<file path="src/rtl/cpu_defs.sv">
// cpu_defs: shared CPU definitions.
// Holds CP0 register addresses ({rd, sel}), ExcCode values, the default
// exception vector and the exception-sequencer FSM state encoding.
package cpu_defs;

  // CP0 register addresses as {rd[4:0], sel[2:0]}
  localparam logic [7:0] CR_COUNT   = {5'd9,  3'd0};
  localparam logic [7:0] CR_COMPARE = {5'd11, 3'd0};
  localparam logic [7:0] CR_STATUS  = {5'd12, 3'd0};
  localparam logic [7:0] CR_CAUSE   = {5'd13, 3'd0};
  localparam logic [7:0] CR_EPC     = {5'd14, 3'd0};

  // ExcCode values written to Cause.ExcCode
  localparam logic [4:0] EXC_INT  = 5'h00;
  localparam logic [4:0] EXC_ADEL = 5'h04;
  localparam logic [4:0] EXC_ADES = 5'h05;
  localparam logic [4:0] EXC_SYS  = 5'h08;
  localparam logic [4:0] EXC_BP   = 5'h09;
  localparam logic [4:0] EXC_RI   = 5'h0a;
  localparam logic [4:0] EXC_OV   = 5'h0c;

  localparam logic [31:0] EXC_VECTOR_DEFAULT = 32'hbfc00380;

  typedef enum logic [1:0] {
    ST_IDLE  = 2'd0,
    ST_FLUSH = 2'd1,
    ST_REDIR = 2'd2
  } excp_state_e;

endpackage

</file>
<file path="src/rtl/cp0_timer.sv">
// cp0_timer: CP0 Count/Compare timer.
// Ports:
//   clk, reset                 clock, synchronous active-high reset
//   tmr_we, tmr_sel, tmr_wdata MTC0 write (sel 0 = Count, 1 = Compare)
//   count_rdata, compare_rdata current Count / Compare for MFC0
//   ti                         timer interrupt flag (Cause.TI)
module cp0_timer
  import cpu_defs::*;
#(
  parameter int COUNT_DIV = 2
) (
  input  logic        clk,
  input  logic        reset,
  input  logic        tmr_we,
  input  logic        tmr_sel,
  input  logic [31:0] tmr_wdata,
  output logic [31:0] count_rdata,
  output logic [31:0] compare_rdata,
  output logic        ti
);

  // With COUNT_DIV == 1 the single prescaler bit stays at 0, so every cycle wraps.
  localparam int PW = (COUNT_DIV > 1) ? $clog2(COUNT_DIV) : 1;
  localparam logic [PW-1:0] PRESC_MAX = PW'(COUNT_DIV - 1);

  logic [PW-1:0] presc_reg;
  logic [31:0]   count_reg;
  logic [31:0]   compare_reg;
  logic          ti_reg;

  logic        wrap;
  logic        count_we;
  logic        compare_we;
  logic [31:0] count_inc;

  assign wrap       = (presc_reg == PRESC_MAX);
  assign count_we   = tmr_we & ~tmr_sel;
  assign compare_we = tmr_we & tmr_sel;
  assign count_inc  = count_reg + 32'd1;

  always_ff @(posedge clk) begin
    if (reset) begin
      presc_reg   <= '0;
      count_reg   <= '0;
      compare_reg <= '0;
      ti_reg      <= 1'b0;
    end else begin
      if (count_we) begin
        count_reg <= tmr_wdata;
        presc_reg <= '0;
      end else begin
        presc_reg <= wrap ? '0 : presc_reg + 1'b1;
        if (wrap) count_reg <= count_inc;
      end

      // A Compare write beats a same-cycle match; only a real increment can match.
      if (compare_we) begin
        compare_reg <= tmr_wdata;
        ti_reg      <= 1'b0;
      end else if (!count_we && wrap && (count_inc == compare_reg)) begin
        ti_reg <= 1'b1;
      end
    end
  end

  assign count_rdata   = count_reg;
  assign compare_rdata = compare_reg;
  assign ti            = ti_reg;

endmodule

</file>
<file path="src/rtl/excp_ctrl.sv">
// excp_ctrl: exception/interrupt sequencer between WB and cp0.
// Picks one committing event from WB (interrupt > exception > ERET), pulses
// the cp0 strobes, flushes the pipe for two cycles and then holds a fetch
// redirect (to EXC_VECTOR or EPC) until fetch accepts it.
// Ports:
//   clk, reset                          clock, synchronous active-high reset
//   ws_*                                WB instruction fields
//   cp0_status_*, cp0_sw_ip, cp0_EPC    CP0 state
//   ext_int_in                          asynchronous hardware interrupt lines
//   tmr_we, tmr_sel, tmr_wdata          MTC0 to Count/Compare
//   fs_redirect_ready                   fetch accepts the redirect
//   ws_to_cp0_valid, commit_*           exception commit to cp0
//   eret_flush                          ERET commit to cp0
//   flush, redirect_valid, redirect_pc  pipeline kill and fetch redirect
//   cause_ip, cause_ti                  Cause.IP / Cause.TI
//   count_rdata, compare_rdata          MFC0 read data
module excp_ctrl
  import cpu_defs::*;
#(
  parameter logic [31:0] EXC_VECTOR = EXC_VECTOR_DEFAULT,
  parameter int          COUNT_DIV  = 2
) (
  input  logic        clk,
  input  logic        reset,
  input  logic        ws_valid,
  input  logic        ws_excp,
  input  logic [4:0]  ws_excp_execode,
  input  logic [31:0] ws_pc,
  input  logic        ws_bd,
  input  logic        ws_eret,
  input  logic        cp0_status_IE,
  input  logic        cp0_status_EXL,
  input  logic [7:0]  cp0_status_IM,
  input  logic [1:0]  cp0_sw_ip,
  input  logic [31:0] cp0_EPC,
  input  logic [4:0]  ext_int_in,
  input  logic        tmr_we,
  input  logic        tmr_sel,
  input  logic [31:0] tmr_wdata,
  input  logic        fs_redirect_ready,
  output logic        ws_to_cp0_valid,
  output logic [4:0]  commit_execode,
  output logic [31:0] commit_pc,
  output logic        commit_bd,
  output logic        eret_flush,
  output logic        flush,
  output logic        redirect_valid,
  output logic [31:0] redirect_pc,
  output logic [7:0]  cause_ip,
  output logic        cause_ti,
  output logic [31:0] count_rdata,
  output logic [31:0] compare_rdata
);

  excp_state_e state_reg;
  logic        redirect_valid_reg;
  logic [31:0] redirect_pc_reg;
  logic [4:0]  int_sync1_reg;
  logic [4:0]  int_sync2_reg;

  logic in_idle;
  logic int_req;
  logic take_int;
  logic take_excp;
  logic take_eret;
  logic take_any;

  cp0_timer #(
    .COUNT_DIV (COUNT_DIV)
  ) u_timer (
    .clk           (clk),
    .reset         (reset),
    .tmr_we        (tmr_we),
    .tmr_sel       (tmr_sel),
    .tmr_wdata     (tmr_wdata),
    .count_rdata   (count_rdata),
    .compare_rdata (compare_rdata),
    .ti            (cause_ti)
  );

  // Two-flop synchronizer for the asynchronous interrupt lines
  always_ff @(posedge clk) begin
    if (reset) begin
      int_sync1_reg <= '0;
      int_sync2_reg <= '0;
    end else begin
      int_sync1_reg <= ext_int_in;
      int_sync2_reg <= int_sync1_reg;
    end
  end

  assign cause_ip = {cause_ti, int_sync2_reg, cp0_sw_ip};
  assign int_req  = cp0_status_IE & ~cp0_status_EXL & (|(cause_ip & cp0_status_IM)) & ws_valid;

  // WB is only sampled in IDLE; the strobes are also suppressed while in reset.
  assign in_idle   = (state_reg == ST_IDLE) & ~reset;
  assign take_int  = in_idle & int_req;
  assign take_excp = in_idle & ~int_req & ws_valid & ws_excp;
  assign take_eret = in_idle & ~int_req & ws_valid & ~ws_excp & ws_eret;
  assign take_any  = take_int | take_excp | take_eret;

  assign ws_to_cp0_valid = take_int | take_excp;
  assign eret_flush      = take_eret;
  assign commit_execode  = take_int ? EXC_INT : ws_excp_execode;
  assign commit_pc       = ws_pc;
  assign commit_bd       = ws_bd;

  assign flush          = take_any | ((state_reg == ST_FLUSH) & ~reset);
  assign redirect_valid = redirect_valid_reg;
  assign redirect_pc    = redirect_pc_reg;

  always_ff @(posedge clk) begin
    if (reset) begin
      state_reg          <= ST_IDLE;
      redirect_valid_reg <= 1'b0;
      redirect_pc_reg    <= '0;
    end else begin
      unique case (state_reg)
        ST_IDLE: begin
          if (take_any) begin
            state_reg       <= ST_FLUSH;
            // EPC is captured in the commit cycle; cp0 may rewrite it afterwards.
            redirect_pc_reg <= take_eret ? cp0_EPC : EXC_VECTOR;
          end
        end
        ST_FLUSH: begin
          state_reg          <= ST_REDIR;
          redirect_valid_reg <= 1'b1;
        end
        ST_REDIR: begin
          if (fs_redirect_ready) begin
            state_reg          <= ST_IDLE;
            redirect_valid_reg <= 1'b0;
          end
        end
        default: begin
          state_reg          <= ST_IDLE;
          redirect_valid_reg <= 1'b0;
        end
      endcase
    end
  end

endmodule

</file>
<file path="config.mk">
export PLATFORM = sky130hd
export DESIGN_NAME = excp_ctrl
export DESIGN_NICKNAME = d
export VERILOG_FILES = /design/src/rtl/cpu_defs.sv /design/src/rtl/cp0_timer.sv /design/src/rtl/excp_ctrl.sv
export SDC_FILE = /design/constraint.sdc
export NUM_CORES = 1
export LEC_CHECK = 0
export ABC_AREA = 0
export BUFFER_PORTS_ARGS = -buffer_cell sky130_fd_sc_hd__buf_4
export CAP_MARGIN = 30
export CORE_ASPECT_RATIO = 0.75
export CORE_MARGIN = 8
export CORE_UTILIZATION = 35
export CTS_CLUSTER_SIZE = 12
export DETAILED_ROUTE_END_ITERATION = 8
export PLACE_DENSITY_LB_ADDON = 0.3
export SLEW_MARGIN = 10
export SYNTH_ARGS = -nofsm -noshare
export SYNTH_HDL_FRONTEND = slang
export SYNTH_SLANG_ARGS = --single-unit
</file>
<file path="constraint.sdc">
create_clock -name clk -period 3.83 [get_ports clk]
set_clock_uncertainty 0.2 [all_clocks]
set_input_delay 0.766 -clock clk [delete_from_list [all_inputs] [get_ports clk]]
set_output_delay 0.766 -clock clk [all_outputs]
set_load 0.1 [all_outputs]
</file>
# Word level (Yosys, flattened, before mapping)
# Cells that the tools add are included.
# W data, S select, Z words.
# word_totals
out_inout_bits	147
reg_bits	111
in_bits	127
# op_classes
add_sub_neg	2
eq_ne	5
mux	9
bitwise	23
n_reduce_logical	11
# ops
cell	n
$mux W32	3
$add A32 B1 Y32 const B	1
$eq A32 B32 Y1	1
$and A1 B1 Y1	13
$and A8 B8 Y8	1
$reduce_or A8 Y1	1
$not A1 Y1	6
$pmux W2 S3	1
$reduce_and A2 Y1	3
$mux W5	1
$mux W2	2
$ne A2 B2 Y1 const B	2
$or A1 B1 Y1	3
$pmux W1 S3	1
$reduce_or A3 Y1	1
$eq A2 B1 Y1 const B	1
$eq A2 B2 Y1 const B	1
$logic_and A1 B1 Y1	2
$logic_not A2 Y1	1
$reduce_bool A2 Y1	1
$reduce_or A2 Y1	1
$add A1 B1 Y1 const B	1
$logic_not A1 Y1	1
$mux W1	1

# Logic depth before layout (Yosys ltp)
# logic_depth
ltp_word	12
depth_mapped	10

# Modules after synthesis
# From an unflattened synthesis, not the netlist that was laid out.
# unflattened
cells_unflattened	766
area_unflattened_um2	6376.1
# by_module_without_submodules
module	instances	seq_area_each_um2	cells_each	area_each_um2
cp0_timer	1	1321.3	503	3996.3
excp_ctrl	1	900.9	263	2379.8

# Least setup slack after synthesis
# Ideal clock, no wire load.
# synth_timing
kind	input port to output port
start	input port reset
end	output port flush
t_arrival_ns	3.086
path_buffers	1
setup_slack_ns	-0.222
cell_stages	2
required_time_ns	2.864
cell_sequence	clkbuf_1 -> o21ai_0
# synth_between
elab_chain_len	8
word_cells_on_any_way	12
cone_classes	bitwise (12)
# synth_rtl
item	line	source
from (decl)	excp_ctrl.sv:24	input logic reset,
$not A1 Y1 *	excp_ctrl.sv:96, excp_ctrl.sv:108	
$and A1 B1 Y1	excp_ctrl.sv:96	assign in_idle = (state_reg == ST_IDLE) & ~reset;
$and A1 B1 Y1 (2 in series)	excp_ctrl.sv:98, excp_ctrl.sv:99	
$and A1 B1 Y1 (on tied branches)	excp_ctrl.sv:98, excp_ctrl.sv:99	
$or A1 B1 Y1 / $and A1 B1 Y1 (equally long branches)	excp_ctrl.sv:100, excp_ctrl.sv:99	
$or A1 B1 Y1	excp_ctrl.sv:100	assign take_any = take_int | take_excp | take_eret;
$or A1 B1 Y1 *	excp_ctrl.sv:108	assign flush = take_any | ((state_reg == ST_FLUSH) & ~reset);
to (decl)	excp_ctrl.sv:46	output logic flush,
# Mark *: on every way between the ends. The rest lies on a longest branch, timed or not.

# Worst setup path in the final report
# layout_timing
start	register u_timer.count_reg[0] (netlist: u_timer.count_rdata[0])
end	register u_timer.ti_reg (netlist: u_timer.ti)
# layout_between
elab_chain_len	3
# layout_rtl
item	line	source
from (decl)	cp0_timer.sv:27	logic [31:0] count_reg;
from (signal assigned)	cp0_timer.sv:49	count_reg <= tmr_wdata;
from (signal assigned)	cp0_timer.sv:53	if (wrap) count_reg <= count_inc;
$add A32 B1 Y32	cp0_timer.sv:39	assign count_inc = count_reg + 32'd1;
$eq A32 B32 Y1	cp0_timer.sv:60	end else if (!count_we && wrap && (count_inc == compare_reg)) begin
$logic_and A1 B1 Y1	cp0_timer.sv:60	
to (signal assigned)	cp0_timer.sv:46	ti_reg <= 1'b0;
to (signal assigned)	cp0_timer.sv:59	ti_reg <= 1'b0;
to (signal assigned)	cp0_timer.sv:61	ti_reg <= 1'b1;
to (decl)	cp0_timer.sv:29	logic ti_reg;
# Every way passes these cells.
# A chain may end at the register's enable or synchronous reset.

==> impl_metrics.json <==
{
  "async_reset_ff_share_pct": 0,
  "fin_crit_sh_pct": 83.0,
  "grt_pass1_wl_um": 30800,
  "final.setup.tns_ns": 0,
  "numCtsBuffers": 9,
  "internal_power_mw": 1.99,
  "cap_violations": 0,
  "floorplan.initialDensity_pct": 35.3,
  "dieWidth_um": 165,
  "antenna_found_initial": 0,
  "cts_setup_buffers": 0,
  "rows": 41,
  "avgSynthCellArea_sq_um": 7.84,
  "core_sq_um": 16600,
  "syn_inst": 745,
  "grt-ovfl-total": 0,
  "end_kind": "flip-flop",
  "io_buffer_count": 207,
  "clk_pin_slew_worst_paths_ns": 0.07,
  "hold_class": "flip-flop to flip-flop",
  "switching_share_pct": 37.4,
  "antenna_left": 0,
  "areaGrowthSynthToFinish_pct": 29.2,
  "crit_chain": "ha_1, nand3_1, or4_1, or3_1, a22o_1, nor4_2, nand4_1, nand2_1",
  "r2r_cells": 8,
  "place_congestion": 0.916,
  "startpoint_type": "flip-flop",
  "cts_hold_buf": 0,
  "period_needed_ns": 3.18,
  "seq_area_sq_um": 2220,
  "holdWs_ns": 0.236,
  "crit_path_max_fanout": 12,
  "worst_path_max_delay_cell": "or4_1",
  "p_comb_share_pct": 28.6,
  "setup_slack_ns": 0.651,
  "fmax_ghz": 0.315,
  "power_mw": 3.18,
  "p_seq_share_pct": 41.0,
  "drt_iter0_drc": 557,
  "required_ns": 3.93,
  "cellPowerDensity_nw_per_um2": 421,
  "via_count": 5802,
  "synth_compound_area_share_pct": 15.3,
  "synth_top_family_by_area": "simple AND/OR/NAND/NOR gates",
  "reg2reg_slack_ns": 0.65,
  "cts_max_level": 3,
  "hold_depth": 1,
  "synth-simple-area-share_pct": 27.8,
  "fillers": 1692,
  "cts_root_buffer": "clkbuf_16",
  "tightest_slew_ns": 0.753,
  "cts_num_sinks": 111,
  "track_usage_pct": 18.3,
  "synth_xor_area_share_pct": 9.45,
  "switchingPower_mw": 1.19,
  "routed_wl_um": 19900,
  "cts_resized": 0,
  "max_stage_delay_ns": 0.76,
  "ys_seq_area_share_pct": 38.0,
  "drv_slew": 0,
  "clockBufferDepth": 2,
  "ir_drop_mv": 0.200,
  "synth_edf_count": 0,
  "die-area_sq_um": 21100,
  "ys.flop_type": "dfxtp_1",
  "cts_tree": "done",
  "rsz0062_at_grt": "false",
  "drive_gt1_share_pct": 27.1,
  "cp.arrival_ns": 3.28,
  "setup_viol": 0,
  "clock_latency_ns": 0.36,
  "clockPowerShare_pct": 30.3,
  "grt_pass1_vias": 5476,
  "synthMuxAreaShare_pct": 0.343,
  "dp_hpwl_um": 15100,
  "p_leak_nw": 2.99,
  "ys_types": 50,
  "status": "finished, final reports clean",
  "io_pins": 274,
  "synth_seq_cells": 111,
  "crit_type": "flip-flop to flip-flop",
  "multi_input_area_sq_um": 3110,
  "grt_max_degree": 72,
  "post-place-ws_ns": 0.662,
  "drc": 0,
  "diodes": 0,
  "vias_per_cell": 5.28,
  "finalNetCount": 1008,
  "syn_nets": 873,
  "yosys_warnings": 0,
  "netlist_area_sq_um": 5840,
  "final_hold_viol_count": 0,
  "firstDrtPassIters": 5,
  "synth_fa_ha_area_share_pct": 0.214,
  "routedWlPerCell_um": 18.1,
  "relSlewSlack_pct": 48.5,
  "die_h_um": 128
}
## critical path, delay by kind of cell, from the launching register on
kind	cells	cell delay, ns
AO/OA/AOI/OAI	1	0.24
adder cells (fa/ha/maj)	1	0.32
flip-flops	1	0.49
AND/OR/NAND/NOR	6	1.87
## final timing paths
kind                                from               end
setup / recovery  u_timer.count_rdata[0]        u_timer.ti
hold / removal          int_sync1_reg[1]  int_sync2_reg[1]
setup reg to reg  u_timer.count_rdata[0]        u_timer.ti
hold reg to reg         int_sync1_reg[1]  int_sync2_reg[1]
## cells by family (layout without fill, tap and decap cells)
group	count (synthesis)	count (layout)
AND/OR/NAND/NOR	333	333
AO/OA/AOI/OAI	135	135
flip-flops	111	111
buffers and inverters	100	239
XOR/XNOR	63	63
multiplexers	2	2
adder cells (fa/ha/maj)	1	1
## cells in the mapped netlist (all sizes together) (16+ instances only)
master / instances / share of area, %
nand2: 93 / 6.0
a22oi: 24 / 3.1
xor2: 26 / 3.9
nor3: 22 / 1.9
nor2b: 16 / 1.7
nand3: 16 / 1.4
xnor2: 37 / 5.5
a21oi: 46 / 3.9
a211oi: 29 / 3.7
buf: 43 / 5.2
dfxtp: 111 / 38
nand4: 23 / 2.7
clkbuf: 49 / 3.2
nor2: 96 / 6.2
## cells in the final DEF, fill, tap and decap left out, types with 2 or more instances in the layout
cell type  netlist  routed
and4_1           5       5
nand3b_1         2       2
inv_1            8       8
nand4b_1         3       3
and3_1           4       4
and2_1          10      10
mux2i_1          2       2
a2111oi_0        5       5
or4_1            2       2
nor4_1          14      14
a311oi_1         4       4
buf_4           36     216
a22oi_1         24      24
a211oi_1        29      29
dfxtp_1        111     111
or2_2            2       2
xor2_1          26      26
or3_1           10      10
nand3_1         16      16
nor3b_1          4       4
xnor2_1         37      37
nand2b_1         7       6
a41oi_1          2       2
nand4_1         22      22
o22ai_1          2       2
nor2b_1         16      16
a31o_2           2       2
a21oi_1         46      45
a221oi_1         2       2
o221ai_1         2       2
nor3_1          22      22
nor2_1          96      96
clkbuf_16        0       9
nand2_1         93      93
o21ai_0         11      10
## stage by stage
step | utilization (%) | instance area [sq um] | std cells
6_report | 45.6 | 7550 | 1099
5_1_grt | 45.6 | 7550 | 1099
4_1_cts | 45.6 | 7550 | 1099
3_5_place_dp | 43.8 | 7250 | 1084
3_3_place_gp | 43.8 | 7250 | 1084
2_1_floorplan | - | 5850 | 745
## routing by layer
| layer | global-route usage, % | vias to the layer above | part of all wire [%] |
|---|---|---|---|
| met3 | 5.55 | 19 | 9.1 |
| met2 | 26.0 | 239 | 42 |
| met1 | 26.2 | 2713 | 47 |
| li1 | - | 2831 | - |
| met4 | 4.81 | 0 | 1.3 |
| met5 | 0 | - | 0 |
## final cells by class
type	instances	share of cell area (%)
sequential	111	29.4
clock buffer	11	3.22
clock inverter	4	0.729
inverter	8	0.398
multi-input combinational	534	41.2
tap	215	3.56
timing repair buffer	216	21.5
## power by group through the flow
stage	Sequential [mW]	Clock (mW)	Combinational, mW
4_1_cts	1.30	0.994	0.912
5_1_grt	1.32	1.03	0.955
3_5_place_dp	1.33	0	0.910
2_1_floorplan	1.69	0	0.452
6_report	1.30	0.965	0.910
3_3_place_gp	1.33	0	0.909
Power figures use the tool's default switching activity.
